`config.mk`:
```
export PLATFORM = sky130hd
export DESIGN_NAME = updi_link_arbiter_flat
export DESIGN_NICKNAME = d
export VERILOG_FILES = /design/src/rtl/updi_link_arbiter_pkg.sv /design/src/rtl/updi_link_arbiter_if.sv /design/src/rtl/updi_link_arbiter_rr_arbiter.sv /design/src/rtl/updi_link_arbiter.sv /design/src/flat_wrapper.sv
export SDC_FILE = /design/constraint.sdc
export NUM_CORES = 1
export LEC_CHECK = 0
export ABC_AREA = 0
export CORE_ASPECT_RATIO = 1.25
export CORE_MARGIN = 3
export CORE_UTILIZATION = 36
export CTS_BUF_LIST = sky130_fd_sc_hd__clkbuf_8
export CTS_CLUSTER_DIAMETER = 120
export DETAILED_ROUTE_END_ITERATION = 12
export GPL_ROUTABILITY_DRIVEN = 0
export HOLD_SLACK_MARGIN = 0.08
export PLACE_DENSITY = 0.92
export SLEW_MARGIN = 15
export SYNTH_ARGS = -nofsm -noshare
export SYNTH_HDL_FRONTEND = slang
export SYNTH_SLANG_ARGS = --single-unit
```
`constraint.sdc`:
```
create_clock -name clk -period 4.1 [get_ports clk]
set_clock_uncertainty 0.2 [all_clocks]
set_input_delay 0.41 -clock clk [delete_from_list [all_inputs] [get_ports clk]]
set_output_delay 0.41 -clock clk [all_outputs]
set_load 0.03 [all_outputs]
```
`src/rtl/updi_link_arbiter_pkg.sv`:
```
// rtl/updi_link_arbiter_pkg.sv - shared UPDI command, instruction and arbiter state types
package updi_link_arbiter_pkg;

    typedef enum logic [2:0] {
        UPDI_LDS    = 3'd0,
        UPDI_STS    = 3'd1,
        UPDI_LD     = 3'd2,
        UPDI_ST     = 3'd3,
        UPDI_LDCS   = 3'd4,
        UPDI_STCS   = 3'd5,
        UPDI_REPEAT = 3'd6,
        UPDI_KEY    = 3'd7
    } updi_instruction_t;

    typedef struct packed {
        updi_instruction_t instr;
        logic [1:0]        addr_size;
        logic [1:0]        data_size;
        logic [1:0]        ptr;
        logic [3:0]        cs_addr;
        logic              sib;
        logic [31:0]       data;
        logic [2:0]        data_len;
        logic              wait_ack_after;
        logic [3:0]        rx_n_bytes;
    } updi_cmd_t;

    typedef enum logic [1:0] {
        ARB_IDLE    = 2'd0,
        ARB_GRANT   = 2'd1,
        ARB_BUSY    = 2'd2,
        ARB_RELEASE = 2'd3
    } updi_arb_state_t;

endpackage

```
`src/rtl/updi_link_arbiter_if.sv`:
```
// rtl/updi_link_arbiter_if.sv - requester and link-side signal bundle of the arbiter
interface updi_link_arbiter_if
    import updi_link_arbiter_pkg::*;
#(
    parameter int N_REQ = 2
);
    logic [N_REQ-1:0]            req;
    logic [N_REQ-1:0]            rel;
    updi_cmd_t [N_REQ-1:0]       req_cmd;
    logic [N_REQ-1:0]            req_tx_start;
    logic [N_REQ-1:0]            req_rx_start;
    logic [N_REQ-1:0]            req_db_start;
    logic [N_REQ-1:0]            gnt;
    logic [N_REQ-1:0]            own_done;
    logic [N_REQ-1:0]            own_ack_err;
    logic [N_REQ-1:0]            timeout;
    logic                        stray_err;
    updi_cmd_t                   if_cmd;
    logic                        if_converter_en;
    logic                        if_tx_start;
    logic                        if_rx_start;
    logic                        db_start;
    logic                        if_tx_ready;
    logic                        if_rx_done;
    logic                        if_ack_error;
    logic                        db_done;

    modport master (
        output req, rel, req_cmd, req_tx_start, req_rx_start, req_db_start,
               if_tx_ready, if_rx_done, if_ack_error, db_done,
        input  gnt, own_done, own_ack_err, timeout, stray_err,
               if_cmd, if_converter_en, if_tx_start, if_rx_start, db_start
    );

    modport slave (
        input  req, rel, req_cmd, req_tx_start, req_rx_start, req_db_start,
               if_tx_ready, if_rx_done, if_ack_error, db_done,
        output gnt, own_done, own_ack_err, timeout, stray_err,
               if_cmd, if_converter_en, if_tx_start, if_rx_start, db_start
    );
endinterface

```
`src/rtl/updi_link_arbiter_rr_arbiter.sv`:
```
// rtl/updi_link_arbiter_rr_arbiter.sv - combinational round-robin pick starting at index ptr
module rr_arbiter #(
    parameter int N_REQ = 2,
    parameter int IW    = $clog2(N_REQ)
) (
    input  logic [N_REQ-1:0] req,
    input  logic [IW-1:0]    ptr,
    output logic [N_REQ-1:0] grant,
    output logic [IW-1:0]    idx,
    output logic             any
);
    localparam logic [IW:0]      N_W = (IW + 1)'(N_REQ);
    localparam logic [N_REQ-1:0] ONE = N_REQ'(1);

    logic [N_REQ-1:0] rot;
    logic [IW-1:0]    off;
    logic [IW:0]      sum;

    // rotate so ptr lands at bit 0, then take the lowest set bit
    always_comb begin
        rot = N_REQ'({req, req} >> ptr);
        off = '0;
        any = 1'b0;
        for (int i = N_REQ - 1; i >= 0; i--) begin
            if (rot[i]) begin
                off = i[IW-1:0];
                any = 1'b1;
            end
        end
        sum = {1'b0, ptr} + {1'b0, off};
        if (sum >= N_W) begin
            sum = sum - N_W;
        end
        idx   = sum[IW-1:0];
        grant = any ? (ONE << idx) : '0;
    end
endmodule

```
`src/rtl/updi_link_arbiter.sv`:
```
// rtl/updi_link_arbiter.sv - round-robin owner of one UPDI link with transaction tracking and watchdog
module updi_link_arbiter
    import updi_link_arbiter_pkg::*;
#(
    parameter int N_REQ        = 2,
    parameter int XFER_TIMEOUT = 4096,
    parameter int HOLD_TIMEOUT = 1024
) (
    input  logic              clk,
    input  logic              rst,
    updi_link_arbiter_if.slave bus
);
    localparam int IW   = $clog2(N_REQ);
    localparam int CMAX = (XFER_TIMEOUT > HOLD_TIMEOUT) ? XFER_TIMEOUT : HOLD_TIMEOUT;
    localparam int CW   = $clog2(CMAX + 1);
    localparam logic [CW-1:0] XFER_LAST = CW'(XFER_TIMEOUT - 1);
    localparam logic [CW-1:0] HOLD_LAST = CW'(HOLD_TIMEOUT - 1);

    updi_arb_state_t  state, state_next;
    logic [N_REQ-1:0] gnt, gnt_next;
    logic [IW-1:0]    owner, owner_next, ptr, ptr_next, ptr_adv;
    logic [CW-1:0]    cnt;
    logic             rx_pending, rx_pending_next, rx_seen, rx_seen_next;
    logic             rel_pending, rel_pending_next, xfer_db, xfer_db_next;
    logic [N_REQ-1:0] win_grant, done, ack, tmo;
    logic [IW-1:0]    win_idx;
    logic             win_any, owned, own_tx, own_rx, own_db, own_leave, complete;

    rr_arbiter #(.N_REQ(N_REQ), .IW(IW)) u_rr (
        .req   (bus.req),
        .ptr   (ptr),
        .grant (win_grant),
        .idx   (win_idx),
        .any   (win_any)
    );

    assign owned     = (state == ARB_GRANT) || (state == ARB_BUSY);
    assign own_tx    = |(bus.req_tx_start & gnt);
    assign own_rx    = |(bus.req_rx_start & gnt);
    assign own_db    = |(bus.req_db_start & gnt);
    assign own_leave = |(bus.rel & gnt) | ~|(bus.req & gnt);
    assign ptr_adv   = (win_idx == IW'(N_REQ - 1)) ? '0 : win_idx + 1'b1;
    assign complete  = xfer_db ? bus.db_done
                     : ((cnt != '0) && bus.if_tx_ready && (!rx_pending || rx_seen || bus.if_rx_done));

    always_ff @(posedge clk or negedge rst) begin
        if (!rst) begin
            state       <= ARB_IDLE;
            gnt         <= '0;
            owner       <= '0;
            ptr         <= '0;
            cnt         <= '0;
            rx_pending  <= 1'b0;
            rx_seen     <= 1'b0;
            rel_pending <= 1'b0;
            xfer_db     <= 1'b0;
        end else begin
            state       <= state_next;
            gnt         <= gnt_next;
            owner       <= owner_next;
            ptr         <= ptr_next;
            cnt         <= (state_next != state) ? '0 : cnt + 1'b1;
            rx_pending  <= rx_pending_next;
            rx_seen     <= rx_seen_next;
            rel_pending <= rel_pending_next;
            xfer_db     <= xfer_db_next;
        end
    end

    always_comb begin
        state_next       = state;
        gnt_next         = gnt;
        owner_next       = owner;
        ptr_next         = ptr;
        rx_pending_next  = rx_pending;
        rx_seen_next     = rx_seen;
        rel_pending_next = rel_pending;
        xfer_db_next     = xfer_db;
        done             = '0;
        ack              = '0;
        tmo              = '0;
        bus.if_tx_start  = 1'b0;
        bus.if_rx_start  = 1'b0;
        bus.db_start     = 1'b0;
        case (state)
            // RELEASE already spent its one empty clk, so it may grant directly
            ARB_IDLE, ARB_RELEASE: begin
                if (win_any) begin
                    gnt_next   = win_grant;
                    owner_next = win_idx;
                    ptr_next   = ptr_adv;
                    state_next = ARB_GRANT;
                end else begin
                    state_next = ARB_IDLE;
                end
            end
            ARB_GRANT: begin
                if (own_tx || own_db) begin
                    bus.if_tx_start  = own_tx;
                    bus.if_rx_start  = own_tx & own_rx;
                    bus.db_start     = ~own_tx & own_db;
                    xfer_db_next     = ~own_tx;
                    rx_pending_next  = own_tx & own_rx;
                    rx_seen_next     = 1'b0;
                    rel_pending_next = own_leave;
                    state_next       = ARB_BUSY;
                end else if (own_leave) begin
                    gnt_next   = '0;
                    state_next = ARB_RELEASE;
                end else if (cnt == HOLD_LAST) begin
                    tmo        = gnt;
                    gnt_next   = '0;
                    state_next = ARB_RELEASE;
                end
            end
            ARB_BUSY: begin
                rel_pending_next = rel_pending | own_leave;
                rx_seen_next     = rx_seen | bus.if_rx_done;
                ack              = bus.if_ack_error ? gnt : '0;
                if (complete) begin
                    done = gnt;
                    if (rel_pending || own_leave) begin
                        gnt_next   = '0;
                        state_next = ARB_RELEASE;
                    end else begin
                        state_next = ARB_GRANT;
                    end
                end else if (cnt == XFER_LAST) begin
                    tmo        = gnt;
                    gnt_next   = '0;
                    state_next = ARB_RELEASE;
                end
            end
            default: state_next = ARB_IDLE;
        endcase
    end

    // owner starts are legal only in GRANT; anything else is dropped and flagged
    assign bus.stray_err       = |((bus.req_tx_start | bus.req_db_start) & ~gnt)
                               | ((state == ARB_BUSY) & (own_tx | own_db));
    assign bus.gnt             = gnt;
    assign bus.own_done        = done;
    assign bus.own_ack_err     = ack;
    assign bus.timeout         = tmo;
    assign bus.if_converter_en = bus.if_tx_start;
    assign bus.if_cmd          = owned ? bus.req_cmd[owner] : '0;
endmodule
```
`src/flat_wrapper.sv`:
```
// flat-port wrapper written by rule: the top's interface ports become plain ports
module updi_link_arbiter_flat import updi_link_arbiter_pkg::*;
#(
    parameter int N_REQ        = 2,
    parameter int XFER_TIMEOUT = 4096,
    parameter int HOLD_TIMEOUT = 1024
)
  (clk, rst, bus_req, bus_rel, bus_req_cmd, bus_req_tx_start, bus_req_rx_start, bus_req_db_start, bus_if_tx_ready, bus_if_rx_done, bus_if_ack_error, bus_db_done, bus_gnt, bus_own_done, bus_own_ack_err, bus_timeout, bus_stray_err, bus_if_cmd, bus_if_converter_en, bus_if_tx_start, bus_if_rx_start, bus_db_start);
  updi_link_arbiter_if #(.N_REQ(N_REQ)) bus_i ();
  input  logic clk;
  input  logic rst;
  input wire logic [$bits(bus_i.req)-1:0] bus_req;
  input wire logic [$bits(bus_i.rel)-1:0] bus_rel;
  input wire logic [$bits(bus_i.req_cmd)-1:0] bus_req_cmd;
  input wire logic [$bits(bus_i.req_tx_start)-1:0] bus_req_tx_start;
  input wire logic [$bits(bus_i.req_rx_start)-1:0] bus_req_rx_start;
  input wire logic [$bits(bus_i.req_db_start)-1:0] bus_req_db_start;
  input wire logic [$bits(bus_i.if_tx_ready)-1:0] bus_if_tx_ready;
  input wire logic [$bits(bus_i.if_rx_done)-1:0] bus_if_rx_done;
  input wire logic [$bits(bus_i.if_ack_error)-1:0] bus_if_ack_error;
  input wire logic [$bits(bus_i.db_done)-1:0] bus_db_done;
  output wire logic [$bits(bus_i.gnt)-1:0] bus_gnt;
  output wire logic [$bits(bus_i.own_done)-1:0] bus_own_done;
  output wire logic [$bits(bus_i.own_ack_err)-1:0] bus_own_ack_err;
  output wire logic [$bits(bus_i.timeout)-1:0] bus_timeout;
  output wire logic [$bits(bus_i.stray_err)-1:0] bus_stray_err;
  output wire logic [$bits(bus_i.if_cmd)-1:0] bus_if_cmd;
  output wire logic [$bits(bus_i.if_converter_en)-1:0] bus_if_converter_en;
  output wire logic [$bits(bus_i.if_tx_start)-1:0] bus_if_tx_start;
  output wire logic [$bits(bus_i.if_rx_start)-1:0] bus_if_rx_start;
  output wire logic [$bits(bus_i.db_start)-1:0] bus_db_start;
  assign bus_i.req = bus_req;
  assign bus_i.rel = bus_rel;
  assign bus_i.req_cmd = bus_req_cmd;
  assign bus_i.req_tx_start = bus_req_tx_start;
  assign bus_i.req_rx_start = bus_req_rx_start;
  assign bus_i.req_db_start = bus_req_db_start;
  assign bus_i.if_tx_ready = bus_if_tx_ready;
  assign bus_i.if_rx_done = bus_if_rx_done;
  assign bus_i.if_ack_error = bus_if_ack_error;
  assign bus_i.db_done = bus_db_done;
  assign bus_gnt = bus_i.gnt;
  assign bus_own_done = bus_i.own_done;
  assign bus_own_ack_err = bus_i.own_ack_err;
  assign bus_timeout = bus_i.timeout;
  assign bus_stray_err = bus_i.stray_err;
  assign bus_if_cmd = bus_i.if_cmd;
  assign bus_if_converter_en = bus_i.if_converter_en;
  assign bus_if_tx_start = bus_i.if_tx_start;
  assign bus_if_rx_start = bus_i.if_rx_start;
  assign bus_db_start = bus_i.db_start;
  updi_link_arbiter #(.N_REQ(N_REQ), .XFER_TIMEOUT(XFER_TIMEOUT), .HOLD_TIMEOUT(HOLD_TIMEOUT)) u_core (.clk(clk), .rst(rst), .bus(bus_i));
endmodule
```
After elaboration in Yosys (flattened, before gate mapping) --
Cells that the tools add are included.
Operators by class: add/subtract/negate cells 4, eq/ne operators 12, bitwise gates (word level) 17, mux-type cells 46, shift-type cells 2, reduce and logical (&&, ||, !) cells 23, magnitude comparators 2
Operators with widths (count):
- two-way mux 54 bit | 3
- two-way mux 2 bit | 22
- two-way mux 1 bit | 15
- OR reduction 2 bit | 7
- adder 13 x 1 -> 13 bit (second input constant) | 1
- == test 13 x 10 -> 1 bit (second input constant) | 1
- == test 13 x 12 -> 1 bit (second input constant) | 1
- two-way mux 13 bit | 1
- nonzero test 13 bit | 1
- bitwise AND 2 bit | 6
- one-hot mux 2 bit (3 select lines) | 2
- != test 2 bit (second input constant) | 3
- != test 3 x 2 -> 1 bit (second input constant) | 2
- AND reduction 2 bit | 3
- logical OR 1 bit | 5
- OR 1 bit | 5
- AND reduction 5 bit | 1
- == test 2 bit (second input constant) | 2
- one-hot mux 1 bit (2 select lines) | 2
- one-hot mux 2 bit (2 select lines) | 1
- >> shifter 4 x 1 -> 2 bit | 1
- bitwise AND 1 bit | 3
- != test 3 bit (second input constant) | 1
- adder 1 x 1 -> 2 bit | 1
- 14 further kinds | 16
Word-level totals: output and inout port bits 67, bits of input ports 124, bits in registers 23

Depth between registers and ports, before layout --
depth after elaboration 10, depth in mapped cells 10

Modules after synthesis --
Synthesis repeated with hierarchy kept, for this count alone.
Unflattened totals: cells, all modules 284, area, all modules 2265.9 sq um
By module, submodules not included:
- updi_link_arbiter | area each 2229.6 sq um, sequential area each 575.6 sq um, times used 1, cells each 278
- rr_arbiter | area each 36.3 sq um, sequential area each 0.0 sq um, times used 1, cells each 6

Worst setup path before layout --
No wires, ideal clock.
path kind flip-flop to flip-flop, start register u_core.cnt[0], end register u_core.cnt[5], stages on the path, launching flop included 11, period minus slack after synthesis 2.396 ns, arrival 2.073 ns, required time 3.777 ns, slack 1.704 ns, setup time 0.123 ns, cell sequence dfrtp_1 inv_1 ha_1 nor3b_1 nand4_1 a22oi_4 a31oi_1 o32a_4 mux2i_2 buf_4 a21oi_2
Between the ends: word-level cells in the longest chain between the ends 8, elaborated cells on any way between the ends 15, classes of those cells add/sub: 1; eq/ne: 3; mux: 8; reduce/logical: 3
RTL lines:
- start: declaration | line updi_link_arbiter.sv:22 | logic [CW-1:0] cnt;
- start signal: assignment | line updi_link_arbiter.sv:62 | cnt <= (state_next != state) ? '0 : cnt + 1'b1;
- nonzero test 13 bit | line updi_link_arbiter.sv:44 | : ((cnt != '0) && bus.if_tx_ready && (!rx_pending || rx_seen || bus.if_rx_done));
- logical AND 1 bit (2 in series) | line updi_link_arbiter.sv:44
- two-way mux 1 bit | line updi_link_arbiter.sv:43 | assign complete = xfer_db ? bus.db_done
- two-way mux 2 bit | line updi_link_arbiter.sv:120 | if (complete) begin
- one-hot mux 2 bit (3 select lines) (*) | line updi_link_arbiter.sv:85 | case (state)
- net u_core.state_next[0] | line updi_link_arbiter.sv:19 | updi_arb_state_t state, state_next;
- != test 2 bit (*) | line updi_link_arbiter.sv:62
- two-way mux 13 bit (*) | line updi_link_arbiter.sv:62
Mark *: on every way through the listed nets, which the timed path passes. The rest lies on a longest branch. A chain may end at the register's enable or synchronous reset.

Final worst setup path --
start register u_core.cnt[0], end output bus_timeout[0]
Between the ends: word-level cells in the longest chain between the ends 6, elaborated cells on any way between the ends 12, classes of those cells eq/ne: 2; mux: 7; reduce/logical: 3
RTL lines:
- nonzero test 13 bit | line updi_link_arbiter.sv:44
- logical AND 1 bit (2 in series) | line updi_link_arbiter.sv:44
- two-way mux 1 bit | line updi_link_arbiter.sv:43
- two-way mux 2 bit | line updi_link_arbiter.sv:120
- one-hot mux 2 bit (2 select lines) (*) | line updi_link_arbiter.sv:85
- end: declaration | line flat_wrapper.sv:25 | output wire logic [$bits(bus_i.timeout)-1:0] bus_timeout;
Mark *: on every way between the ends. The rest lies on a longest branch, timed or not.

==> results by group <==
Global routing
  • Vias in the first global route: roughly 2800
  • Total gr overflow: 0
  • GR Util All Layers: between 20% and 30%
  • Initial antenna violation count: 0
  • Global-route wire length before repair: 14200 microns
  • Largest net degree at the start of global routing: between 50 and 60

Floorplan
  • Core box area: around 0.0062 sq mm
  • Die area: 0.00744 sq mm
  • Die height: about 96 microns
  • Std-Cell Rows: 32
  • Initial Utilization: between 30 and 40%
  • Ports: 191
  • Chip width: 77.7 microns

Job
  • Max-cap check violation count: 0

Detailed routing
  • Post-DR vias/cell: ~5
  • Initial DRC count: approximately 220
  • # DRC: 0
  • Final wirelength: roughly 10000 microns
  • Total number of vias: about 2800
  • TritonRoute pass-1 iters: 5
  • Final antenna-violating net count: 0
  • Routed WL per cell: 17.7 microns

Setup path
  • CP endpoint kind: primary output
  • WP data required: 3.49 ns
  • Startpoint types: flop
  • R2r worst-path depth: 6
  • CP max FO: 5
  • Crit path arrival time: about 2.7 ns
  • Critical path class: flop to primary output

Yosys
  • Most frequent cell after synthesis: nor2_1
  • Fraction of registers with async set/reset: 100%
  • Yosys Warn Count: 0
  • Post-synthesis sequential area ratio: approximately a quarter
  • Yosys cell types: between 40 and 50
  • Syn Inst Count: 286
  • Yosys top cell by area: dfrtp_1
  • Synthesized area: 0.00232 sq mm
  • Post-Syn Area per Cell: around 8.1 sq um
  • Main area contributors after synthesis: dfrtp_1, mux2i_1, nor2_1
  • Post-synth top cells: nor2_1, mux2i_1, dfrtp_1
  • Mapped Nets: approximately 410
  • FF+latch count, synth: 23
  • Main flop type after synthesis: dfrtp_1
  • Post-synth EDFFs: 0
  • Share of the synthesized area in the top cell type: approximately a quarter

Timing
  • RSZ-0062 raised after global routing: no
  • Final setup TNS: 0 ns
  • Final hold vios: 0
  • Crit path time final: 3.29 ns
  • Fmax achieved: roughly 0.3 GHz
  • Slew of the pin with the lowest slew margin: about 1.0 ns
  • Max-slew violation count: 0
  • Worst slew margin relative to its limit: roughly 31%
  • Final setup viols: 0
  • Final period util: 80.2%

Hold path
  • Hold depth: 1
  • Hold Path Class: flop to flop

Finish
  • Layout cell share with drive strength beyond 1: under 10%
  • Area growth, synth to finish: 86.7%
  • Inserted Diodes: 0
  • Final net count: approximately 600
  • Final Util: roughly 70%

Pwr
  • Lkg Pwr: 1.86 nW
  • Power density cells: 730 mW/mm^2
  • Peak supply drop: 0.553 mV
  • Tot Pwr: approximately 3.2 mW

Clock network
  • Clock Latency Late Sink: between 0.2 and 0.3 ns
  • Post-cts resize count: 0
  • Num CTS Buffers: 3
  • Cts hold-fix bufs: 0
  • CTS tree: done
  • # H-tree levels: 1
  • Clock transition at path regs: ~0.080 ns
  • Root Driver: clkbuf_8
  • Setup Fix Bufs, Post-CTS: 0
  • Clk buf depth: 2
  • CTS sink count: 23

Outcome
  • Status: finished clean

Place
  • DP HPWL: roughly 8000 microns
  • IO buf count: 190
power by group:
part           switching, mW  internal [mW]  total [mW]
combinational           1.57           1.11        2.68
sequential            0.0602          0.278       0.338
clock                 0.0726         0.0670       0.140
total                   1.71           1.45        3.16
state kept, by name, indices dropped and copies added (netlist names):
name                count
u_core.rx_seen          1
u_core.rx_pending       1
u_core.bus.gnt          2
u_core.ptr              1
u_core.state            2
u_core.owner            1
u_core.xfer_db          1
u_core.rel_pending      1
u_core.cnt             13
cells by family after synthesis:
kind of cell | Yosys count | synth area share (%)
simple gates | 116 | 22.9
mux | 56 | 24.4
compound gates | 47 | 16.1
buf+inv | 29 | 5.46
flops | 23 | 24.9
xor+xnor | 11 | 4.16
fa+ha+maj | 4 | 2.16
critical path: stages (launching register included):
cell and delay, ns:
dfrtp_1 0.42, ha_1 0.21, nand3_1 0.22, nor4_1 0.46, a31oi_1 0.15, nor2_1 0.13
and2_1 0.16, clkdlybuf4s50_1 0.67
layout make-up:
class	count	area [sq um]
repair buffers	193	1940
clock buffers	3	41.3
fillers	474	1880
well taps	85	106
inverters	11	41.3
flip-flops and latches	23	577
multi-input cells	234	1620
clock inverters	1	3.75
metal layers:
| layer | wire length, microns | vias up | GRT usage (%) |
|---|---|---|---|
| met5 | 0 | - | 0 |
| met4 | 179 | 0 | 6.23 |
| met3 | 861 | 19 | 4.91 |
| met2 | 4740 | 159 | 41.6 |
| met1 | 3970 | 1298 | 31.6 |
| li1 | - | 1357 | - |
path summary, 6_finish.rpt:
path / start / end / slack [ns]
worst max-delay path: u_core.cnt[0] / bus_timeout[0] / 0.81
worst min-delay path: u_core.cnt[0] / u_core.cnt[0] / 0.30
worst max register to register: u_core.state[0] / u_core.cnt[4] / 0.99
worst min register to register: u_core.cnt[0] / u_core.cnt[0] / 0.30
max in group asynchronous: rst / u_core.owner / 2.51
min in group asynchronous: rst / u_core.cnt[4] / 0.50
per-stage QoR:
stage,hold slack (ns),setup WS (ns),std cells,instance area (sq um)
4_1_cts,0.301,0.841,550,4320
3_3_place_gp,0.261,0.966,546,4280
5_1_grt,0.314,0.548,550,4320
6_report,0.304,0.810,550,4320
2_1_floorplan,-0.0856,1.70,286,2320
3_5_place_dp,0.290,0.875,546,4280
placed cells by master (no fill, tap or decap), drive strengths merged, types with 5 or more instances in the layout:
cell	n
inv	12
nor3	5
and3	6
dfrtp	23
xnor2	7
nand3	5
a21oi	21
clkdlybuf4s50	190
mux2i	56
nand2	15
nor2	67
Power figures use the tool's default switching activity.
